File: config.mk
export PLATFORM = sky130hd
export DESIGN_NAME = wave_reader_flat
export DESIGN_NICKNAME = d
export VERILOG_FILES = /design/src/rtl/wave_reader_pkg.sv /design/src/rtl/wave_reader_if.sv /design/src/rtl/wave_div_counter.sv /design/src/rtl/wave_reader.sv /design/src/flat_wrapper.sv
export SDC_FILE = /design/constraint.sdc
export NUM_CORES = 1
export LEC_CHECK = 0
export CORE_MARGIN = 3
export CORE_UTILIZATION = 50
export CTS_CLUSTER_DIAMETER = 100
export DETAILED_ROUTE_END_ITERATION = 10
export GPL_TIMING_DRIVEN = 1
export PLACE_DENSITY_LB_ADDON = 0.2
export SYNTH_ARGS = -nofsm -noshare
export SYNTH_HDL_FRONTEND = slang
export SYNTH_HIERARCHICAL = 1
export SYNTH_SLANG_ARGS = --single-unit
File: constraint.sdc
create_clock -name clk -period 4 [get_ports clk]
set_input_delay 0.4 -clock clk [delete_from_list [all_inputs] [get_ports clk]]
set_output_delay 0.4 -clock clk [all_outputs]
set_load 0.005 [all_outputs]
File: src/rtl/wave_reader_pkg.sv
// wave_reader_pkg: shared types and default widths for the waveform reader.
//   state_t        - playback FSM states (IDLE, FETCH, OUT, WAIT)
//   ADDR_W_DEF     - default waveform table address width (32 entries)
//   DATA_W_DEF     - default waveform table data width
//   DIV_W_DEF      - default per-sample cycle divider width
package wave_reader_pkg;

  localparam int ADDR_W_DEF = 5;
  localparam int DATA_W_DEF = 4;
  localparam int DIV_W_DEF  = 16;

  typedef enum logic [1:0] {
    ST_IDLE  = 2'd0,
    ST_FETCH = 2'd1,
    ST_OUT   = 2'd2,
    ST_WAIT  = 2'd3
  } state_t;

endpackage

File: src/rtl/wave_reader_if.sv
// wave_reader_if: control, waveform-table and sample-stream signals of the
// waveform reader, bundled with direction views.
//   slave  modport - the reader itself (drives rom_addr/sample/sample_valid/busy)
//   master modport - the surrounding logic (drives start/stop/note_div/rom_data/sample_ready)
// Optional: WAVE_READER_ONESHOT_EN adds the one-cycle done pulse.
interface wave_reader_if
  import wave_reader_pkg::*;
#(
  parameter int ADDR_W = ADDR_W_DEF,
  parameter int DATA_W = DATA_W_DEF,
  parameter int DIV_W  = DIV_W_DEF
);
  logic              start;
  logic              stop;
  logic [DIV_W-1:0]  note_div;
  logic [ADDR_W-1:0] rom_addr;
  logic [DATA_W-1:0] rom_data;
  logic [DATA_W-1:0] sample;
  logic              sample_valid;
  logic              sample_ready;
  logic              busy;
`ifdef WAVE_READER_ONESHOT_EN
  logic              done;
`endif

  modport slave (
    input  start, stop, note_div, rom_data, sample_ready,
`ifdef WAVE_READER_ONESHOT_EN
    output done,
`endif
    output rom_addr, sample, sample_valid, busy
  );

  modport master (
    output start, stop, note_div, rom_data, sample_ready,
`ifdef WAVE_READER_ONESHOT_EN
    input  done,
`endif
    input  rom_addr, sample, sample_valid, busy
  );
endinterface

File: src/rtl/wave_div_counter.sv
// wave_div_counter: down-counter that paces sample fetches.
//   clk, rst  - clock, synchronous active-high reset (count -> 0)
//   load      - load load_val (wins over dec)
//   dec       - decrement by one, saturating at zero
//   count     - current count
//   zero      - count is zero
module wave_div_counter #(
  parameter int DIV_W = 16
) (
  input  logic             clk,
  input  logic             rst,
  input  logic             load,
  input  logic             dec,
  input  logic [DIV_W-1:0] load_val,
  output logic [DIV_W-1:0] count,
  output logic             zero
);
  logic [DIV_W-1:0] count_r;

  // count register: load, saturating decrement, or hold
  always_ff @(posedge clk) begin
    if (rst) begin
      count_r <= {DIV_W{1'b0}};
    end else if (load) begin
      count_r <= load_val;
    end else if (dec && (count_r != {DIV_W{1'b0}})) begin
      count_r <= count_r - {{(DIV_W-1){1'b0}}, 1'b1};
    end else begin
      count_r <= count_r;
    end
  end

  assign count = count_r;
  assign zero  = (count_r == {DIV_W{1'b0}});
endmodule

File: src/rtl/wave_reader.sv
// wave_reader: plays a waveform table out as a valid/ready sample stream,
// fetching one entry every div_q cycles after each accepted sample.
//   clk, rst - clock, synchronous active-high reset
//   bus      - wave_reader_if.slave: start/stop/note_div control, rom_addr/rom_data
//              table port (table registers data on the falling edge),
//              sample/sample_valid/sample_ready stream, busy status
// Optional: WAVE_READER_ONESHOT_EN plays the table once and pulses bus.done
// instead of wrapping from the last address back to 0.
module wave_reader
  import wave_reader_pkg::*;
#(
  parameter int ADDR_W = ADDR_W_DEF,
  parameter int DATA_W = DATA_W_DEF,
  parameter int DIV_W  = DIV_W_DEF
) (
  input  logic clk,
  input  logic rst,
  wave_reader_if.slave bus
);
  state_t            state_r, state_nx;
  logic [ADDR_W-1:0] rom_addr_r;
  logic [DATA_W-1:0] sample_r;
  logic [DIV_W-1:0]  div_q_r;
  logic              valid_r, valid_nx;
  logic              busy_r, busy_nx;
  logic              done_r, done_nx;
  logic              cnt_load_s, cnt_dec_s, cnt_zero_s;
  logic [DIV_W-1:0]  cnt_s;

  // A divider of 0 would mean "no wait"; treat it as the minimum of 1.
  function automatic logic [DIV_W-1:0] div_clamp(input logic [DIV_W-1:0] d);
    return (d == {DIV_W{1'b0}}) ? {{(DIV_W-1){1'b0}}, 1'b1} : d;
  endfunction

  // state register
  always_ff @(posedge clk) begin
    if (rst) begin
      state_r <= ST_IDLE;
    end else begin
      state_r <= state_nx;
    end
  end

  // next-state logic; stop overrides every other transition
  always_comb begin
    state_nx = state_r;
    case (state_r)
      ST_IDLE:  state_nx = bus.start ? ST_FETCH : ST_IDLE;
      ST_FETCH: state_nx = ST_OUT;
      ST_OUT: begin
        if (bus.sample_ready) begin
`ifdef WAVE_READER_ONESHOT_EN
          state_nx = (rom_addr_r == {ADDR_W{1'b1}}) ? ST_IDLE : ST_WAIT;
`else
          state_nx = ST_WAIT;
`endif
        end else begin
          state_nx = ST_OUT;
        end
      end
      ST_WAIT:  state_nx = cnt_zero_s ? ST_FETCH : ST_WAIT;
      default:  state_nx = ST_IDLE;
    endcase
    if (bus.stop) begin
      state_nx = ST_IDLE;
    end else begin
      state_nx = state_nx;
    end
  end

  // output decode from the upcoming state so the flags are registered
  always_comb begin
    valid_nx = (state_nx == ST_OUT);
    busy_nx  = (state_nx != ST_IDLE);
    // done only marks natural completion of the last sample, never a stop
    done_nx  = (state_r == ST_OUT) && (state_nx == ST_IDLE) && !bus.stop;
  end

  // counter is loaded on the sample handshake and runs down through WAIT
  assign cnt_load_s = (state_r == ST_OUT) && (state_nx == ST_WAIT);
  assign cnt_dec_s  = (state_r == ST_WAIT);

  wave_div_counter #(.DIV_W(DIV_W)) u_div (
    .clk      (clk),
    .rst      (rst),
    .load     (cnt_load_s),
    .dec      (cnt_dec_s),
    .load_val (div_q_r - {{(DIV_W-1){1'b0}}, 1'b1}),
    .count    (cnt_s),
    .zero     (cnt_zero_s)
  );

  // datapath: divider latch, table address, captured sample, output flags
  always_ff @(posedge clk) begin
    if (rst) begin
      div_q_r    <= {{(DIV_W-1){1'b0}}, 1'b1};
      rom_addr_r <= {ADDR_W{1'b0}};
      sample_r   <= {DATA_W{1'b0}};
      valid_r    <= 1'b0;
      busy_r     <= 1'b0;
      done_r     <= 1'b0;
    end else begin
      valid_r <= valid_nx;
      busy_r  <= busy_nx;
      done_r  <= done_nx;
      if ((state_r == ST_IDLE) && (state_nx == ST_FETCH)) begin
        div_q_r    <= div_clamp(bus.note_div);
        rom_addr_r <= {ADDR_W{1'b0}};
      end else if ((state_r == ST_WAIT) && (state_nx == ST_FETCH)) begin
        // natural modulo-2^ADDR_W wrap
        rom_addr_r <= rom_addr_r + {{(ADDR_W-1){1'b0}}, 1'b1};
      end else begin
        rom_addr_r <= rom_addr_r;
      end
      // rom_data was registered by the table on the falling edge inside FETCH
      if ((state_r == ST_FETCH) && (state_nx == ST_OUT)) begin
        sample_r <= bus.rom_data;
      end else begin
        sample_r <= sample_r;
      end
    end
  end

  assign bus.rom_addr     = rom_addr_r;
  assign bus.sample       = sample_r;
  assign bus.sample_valid = valid_r;
  assign bus.busy         = busy_r;
`ifdef WAVE_READER_ONESHOT_EN
  assign bus.done         = done_r;
`endif
endmodule

File: src/flat_wrapper.sv
// flat-port wrapper written by rule: the top's interface ports become plain ports
module wave_reader_flat import wave_reader_pkg::*;
#(
  parameter int ADDR_W = ADDR_W_DEF,
  parameter int DATA_W = DATA_W_DEF,
  parameter int DIV_W  = DIV_W_DEF
)
  (clk, rst, bus_start, bus_stop, bus_note_div, bus_rom_data, bus_sample_ready, bus_rom_addr, bus_sample, bus_sample_valid, bus_busy);
  wave_reader_if #(.ADDR_W(ADDR_W), .DATA_W(DATA_W), .DIV_W(DIV_W)) bus_i ();
  input  logic clk;
  input  logic rst;
  input wire logic [$bits(bus_i.start)-1:0] bus_start;
  input wire logic [$bits(bus_i.stop)-1:0] bus_stop;
  input wire logic [$bits(bus_i.note_div)-1:0] bus_note_div;
  input wire logic [$bits(bus_i.rom_data)-1:0] bus_rom_data;
  input wire logic [$bits(bus_i.sample_ready)-1:0] bus_sample_ready;
  output wire logic [$bits(bus_i.rom_addr)-1:0] bus_rom_addr;
  output wire logic [$bits(bus_i.sample)-1:0] bus_sample;
  output wire logic [$bits(bus_i.sample_valid)-1:0] bus_sample_valid;
  output wire logic [$bits(bus_i.busy)-1:0] bus_busy;
  assign bus_i.start = bus_start;
  assign bus_i.stop = bus_stop;
  assign bus_i.note_div = bus_note_div;
  assign bus_i.rom_data = bus_rom_data;
  assign bus_i.sample_ready = bus_sample_ready;
  assign bus_rom_addr = bus_i.rom_addr;
  assign bus_sample = bus_i.sample;
  assign bus_sample_valid = bus_i.sample_valid;
  assign bus_busy = bus_i.busy;
  wave_reader #(.ADDR_W(ADDR_W), .DATA_W(DATA_W), .DIV_W(DIV_W)) u_core (.clk(clk), .rst(rst), .bus(bus_i));
endmodule
# Word-level counts from Yosys, hierarchy flattened
# Index checks and enable logic that the tools add are counted.
[classes] addsub=3 eq_ne=6 muxes=8 n_reduce_logical=12
[op_table] operator="$mux W16" count=3
[op_table] operator="$logic_not A16 Y1" count=2
[op_table] operator="$sub A16 B1 Y16 const B" count=2
[op_table] operator="$reduce_bool A16 Y1" count=1
[op_table] operator="$eq A2 B2 Y1 const B" count=4
[op_table] operator="$pmux W2 S4" count=1
[op_table] operator="$add A5 B1 Y5 const B" count=1
[op_table] operator="$logic_and A1 B1 Y1" count=5
[op_table] operator="$eq A2 B1 Y1 const B" count=2
[op_table] operator="$mux W2" count=2
[op_table] operator="$reduce_bool A2 Y1" count=2
[op_table] operator="$logic_not A2 Y1" count=1
[op_table] operator="$mux W1" count=2
[op_table] operator="$reduce_or A2 Y1" count=1
[totals] ff_bits=45 in_bits=25 output_inout_bits=11 word_cells=36

# Depth between registers and ports, before layout
[depth] word_depth=7 ltp_mapped=10

# Hierarchy
# The synthesis kept the hierarchy.
[modules_own_cells] mod="wave_reader" instances=1 cells_each=171 area_per_inst_um2=1427.6
[modules_own_cells] mod="wave_div_counter" instances=1 cells_each=114 area_per_inst_um2=944.7

# Worst setup path before layout
# OpenSTA, ideal clock, no wires.
[synth_path] path_type="input to register" from="in bus_stop" to="reg u_core.u_div.count_r[11] (netlist: u_core/u_div/count[11])" arrival_time_ps=2038 path_slack_ps=1829 path_stages=6 n_path_buf=2 path_cell_list="buf_2 > nor4bb_1 > clkinv_1 > clkbuf_8 > o21bai_1 > a21oi_1"
[synth_via] elab_chain_len=4
[synth_rtl] element="from (decl)" line_no="flat_wrapper.sv:13" text="input wire logic [$bits(bus_i.stop)-1:0] bus_stop;"
[synth_rtl] element="$mux W2 (*)" line_no="wave_reader.sv:64" text="if (bus.stop) begin"
[synth_rtl] element="$eq A2 B2 Y1 (*)" line_no="wave_reader.sv:80" text="assign cnt_load_s = (state_r == ST_OUT) && (state_nx == ST_WAIT);"
[synth_rtl] element="$logic_and A1 B1 Y1 (*)" line_no="wave_reader.sv:80"
[synth_rtl] element="named net u_core.cnt_load_s" line_no="wave_reader.sv:27" text="logic cnt_load_s, cnt_dec_s, cnt_zero_s;"
[synth_rtl] element="$mux W16 / $reduce_bool A2 Y1 (equally long branches)"
[synth_rtl] element="to (signal assigned)" line_no="wave_div_counter.sv:23" text="count_r <= {DIV_W{1'b0}};"
[synth_rtl] element="to (signal assigned)" line_no="wave_div_counter.sv:25" text="count_r <= load_val;"
[synth_rtl] element="to (signal assigned)" line_no="wave_div_counter.sv:27" text="count_r <= count_r - {{(DIV_W-1){1'b0}}, 1'b1};"
[synth_rtl] element="to (decl)" line_no="wave_div_counter.sv:18" text="logic [DIV_W-1:0] count_r;"
# Mark *: on every way through the listed nets, which the timed path passes. The rest lies on a longest branch.
# A chain may end at the register's enable or synchronous reset.

# Worst setup path in the final report
[layout_path] from="reg u_core.u_div.count_r[3] (netlist: u_core/u_div/count[3])" to="reg u_core.rom_addr_r[3] (netlist: u_core/bus.rom_addr[3])"
[layout_via] elab_chain_len=7
[layout_rtl] element="$logic_not A16 Y1 (*)" line_no="wave_div_counter.sv:34" text="assign zero = (count_r == {DIV_W{1'b0}});"
[layout_rtl] element="named net u_core.cnt_zero_s" line_no="wave_reader.sv:27"
[layout_rtl] element="$mux W2 (*)" line_no="wave_reader.sv:61" text="ST_WAIT: state_nx = cnt_zero_s ? ST_FETCH : ST_WAIT;"
[layout_rtl] element="$pmux W2 S4 (*)" line_no="wave_reader.sv:47" text="case (state_r)"
[layout_rtl] element="$mux W2 (*)" line_no="wave_reader.sv:64"
[layout_rtl] element="$eq A2 B1 Y1 (*)" line_no="wave_reader.sv:106, wave_reader.sv:109"
[layout_rtl] element="$logic_and A1 B1 Y1" line_no="wave_reader.sv:106" text="if ((state_r == ST_IDLE) && (state_nx == ST_FETCH)) begin"
[layout_rtl] element="$reduce_or A2 Y1 (no source line)"
[layout_rtl] element="to (signal assigned)" line_no="wave_reader.sv:108" text="rom_addr_r <= {ADDR_W{1'b0}};"
[layout_rtl] element="to (signal assigned)" line_no="wave_reader.sv:111" text="rom_addr_r <= rom_addr_r + {{(ADDR_W-1){1'b0}}, 1'b1};"
[layout_rtl] element="to (signal assigned)" line_no="wave_reader.sv:113" text="rom_addr_r <= rom_addr_r;"
[layout_rtl] element="to (decl)" line_no="wave_reader.sv:21" text="logic [ADDR_W-1:0] rom_addr_r;"
# Marked as above.

==> out/qor.yml <==
detailed_routing:
  routed_wl_um: 4950
  drtAntennaViolNets: 0
  drcViolationCount: 0
  wl_per_cell_um: 13.4
  dr.pass1.iters: 4
  vias: 2020
  drt-initial-drc-count: 79
  via_per_inst: 5.49
clock_tree:
  clockBufferDepth: 2
  cts_buffers: 5
  ctsResizeCount: 0
  clock-root-buffer: "clkbuf_8"
  h-tree-depth: 2
  cts_sinks: 45
  clkTransAtPathRegs_ps: 80
  post_cts_buffers: 0
  cts_tree: "built"
  clock_latency_ps: 300
  ctsHoldBuffers: 0
setup_path:
  critPathKind: "reg -> reg"
  arrival_ps: 2500
  reg2reg_to: "u_core/bus.rom_addr[3]$_SDFFE_PP0P_"
  cp_max_fo: 14
  start_kind: "flop"
  crit_path_end_kind: "flop"
  endpoint: "u_core/bus.rom_addr[3]$_SDFFE_PP0P_"
  required_ps: 4190
  r2r_cells: 6
  critPathLaunch: "u_core/u_div/count[3]$_SDFFE_PP0P_"
  r2r_setup_slack_ps: 1700
  r2r-start: "u_core/u_div/count[3]$_SDFFE_PP0P_"
floorplanning:
  fp.dieH_um: 74.9
  fp.dieW_um: 74.9
  initial_utilization_pct: 53.0
  core_area_mm2: 0.00447
  io_pins: 36
  num_rows: 24
  dieArea_mm2: 0.00561
synth:
  synthTopCellsByArea: "dfxtp_1 38%, nand2_1 7.3%, xnor2_1 5.5%"
  ys_seq_elements: 45
  synthFlopType: "dfxtp_1"
  synth_top_area_share_pct: 38.0
  synth-edff-count: 0
  synthCells: 285
  synthArstFlopShare_pct: 0
  yosysTopAreaCell: "dfxtp_1"
  synth_warnings: 6
  ys_seq_area_share_pct: 38.0
  yosys.cell_types.count: 51
  syn_area_mm2: 0.00237
  syn_area_per_cell_um2: 8.32
  syn_nets: 313
timing:
  setup_viol: 0
  max_freq_mhz: 434
  hold_ws_ps: 486
  maxSlewHeadroom_pct: 45.1
  rsz0062_at_grt: "no"
  finalMaxSlewViolations: 0
  final_hold_viol_count: 0
  min_period_ps: 2300
  tns_ps: 0
  post-route-period-util_pct: 57.6
  postLayoutSetupSlackWorst_ps: 1700
  worst_slew_pin_slew_ps: 820
  fin_skew_ps: 3.86
power_and_ir_drop:
  netSwitchingPower_uw: 222
  switching_share_pct: 23.6
  internal-power_uw: 717
  p_clk_share_pct: 38.2
  pwr-share-comb_pct: 11.4
  peakVddDrop_uv: 199
  p_per_area_mw_per_mm2: 331
  leakagePower_nw: 1.00
  p_seq_share_pct: 50.4
placed_design:
  dp_slack_ps: 1430
  hpwlAfterDp_um: 3540
  portBuffers: 35
  dpl_cell_area_mm2: 0.00272
  globalplace.congestion: 0.787
global_route:
  track_usage_pct: 18.9
  grt_pass1_wl_um: 8220
  grt_overflow: 0
  grt_max_degree: 44
  grt_pass1_vias: 1826
  antenna_found_initial: 0
final_layout:
  final_common_cell: "nand2_1"
  nNetsFinal: 343
  stdcell_area_mm2: 0.00284
  syn_to_final_growth_pct: 19.6
  diodes: 0
  drive_gt1_share_pct: 7.59
  most-common-layout-cells: "46 x nand2_1, 45 x dfxtp_1, 35 x clkdlybuf4s50_1"
worst_hold_path:
  holdCritPathClass: "reg -> reg"
flow_run:
  cap_violations: 0
status:
  status: "completed"
[cells by family after synthesis]
family,Yosys count,share of synthesized area [%]
AOI/OAI and AO/OA,48,12.9
xor gates and xnor gates,24,8.86
adders and majority gates,3,1.58
buffers and inverters,20,4.38
DFF,45,38.0
muxes,6,2.53
and+or+nand+nor,139,31.8
[final cells by class]
| class | instances | area (µm²) |
|---|---|---|
| clock buffers | 7 | 86.3 |
| inverters | 6 | 22.5 |
| multi-input cells | 220 | 1370 |
| repair buffers | 37 | 365 |
| flip-flops and latches | 45 | 901 |
| clock inverters | 1 | 30.0 |
| fillers | 388 | 1640 |
| well taps | 52 | 65.1 |
[power groups by stage]
stage               Clock (mW)  Combinational, mW  Sequential, mW
floorplan                    0             0.0708           0.479
global placement             0              0.107           0.483
detailed placement           0              0.107           0.483
CTS                      0.364              0.108           0.473
global route             0.384              0.119           0.475
finish                   0.358              0.107           0.473
[per-stage QoR]
step	total power [mW]	util, %	instances
final	0.938	63.4	368
after global routing	0.978	63.4	368
after CTS	0.944	63.4	368
after detailed placement	0.591	60.8	360
after global placement	0.590	60.8	360
after floorplan	0.550	-	285
[how the worst min path moves through the flow]
stage                                 endpoint  slack (ps)                            start  depth (start not counted)
3_3_place_gp   u_core/div_q_r[13]$_SDFFE_PP0P_         470  u_core/div_q_r[13]$_SDFFE_PP0P_                          2
2_1_floorplan  u_core/div_q_r[15]$_SDFFE_PP0P_         450  u_core/div_q_r[15]$_SDFFE_PP0P_                          2
5_1_grt        u_core/div_q_r[15]$_SDFFE_PP0P_         520  u_core/div_q_r[15]$_SDFFE_PP0P_                          2
4_1_cts        u_core/div_q_r[15]$_SDFFE_PP0P_         490  u_core/div_q_r[15]$_SDFFE_PP0P_                          2
3_5_place_dp   u_core/div_q_r[15]$_SDFFE_PP0P_         480  u_core/div_q_r[15]$_SDFFE_PP0P_                          2
6_report       u_core/div_q_r[15]$_SDFFE_PP0P_         490  u_core/div_q_r[15]$_SDFFE_PP0P_                          2
[worst max-delay path, cell delays in order, from the launching register on]
cell	delay [ps]
dfxtp_1	360
nor4_1	570
and4bb_2	540
and4b_1	390
nand4_1	140
xor2_1	140
nor2_1	50
[cell usage after synthesis (all sizes together), types with 6 or more instances]
library cell / n
nor4: 11
nand2: 46
xor2: 9
nor2: 32
a211oi: 9
xnor2: 15
a21oi: 22
o21ai: 6
nor3: 12
mux2i: 6
clkbuf: 8
dfxtp: 45
[state kept, by name, summed over array words and instances, names as in the netlist]
name and count:
u_core/bus.sample_valid 1, u_core/bus.sample 4, u_core/u_div/count 16, u_core/bus.rom_addr 5, u_core/state_r 2, u_core/bus.busy 1, u_core/div_q_r 16
[per-layer routing]
layer	global-route usage, %	wire length, µm	up-vias
li1	-	-	1065
met3	5.34	209	2
met1	26.8	2430	918
met4	5.53	19	0
met5	0	0	-
met2	27.9	2290	35
Note: power is estimated with default switching activity, not from simulation.
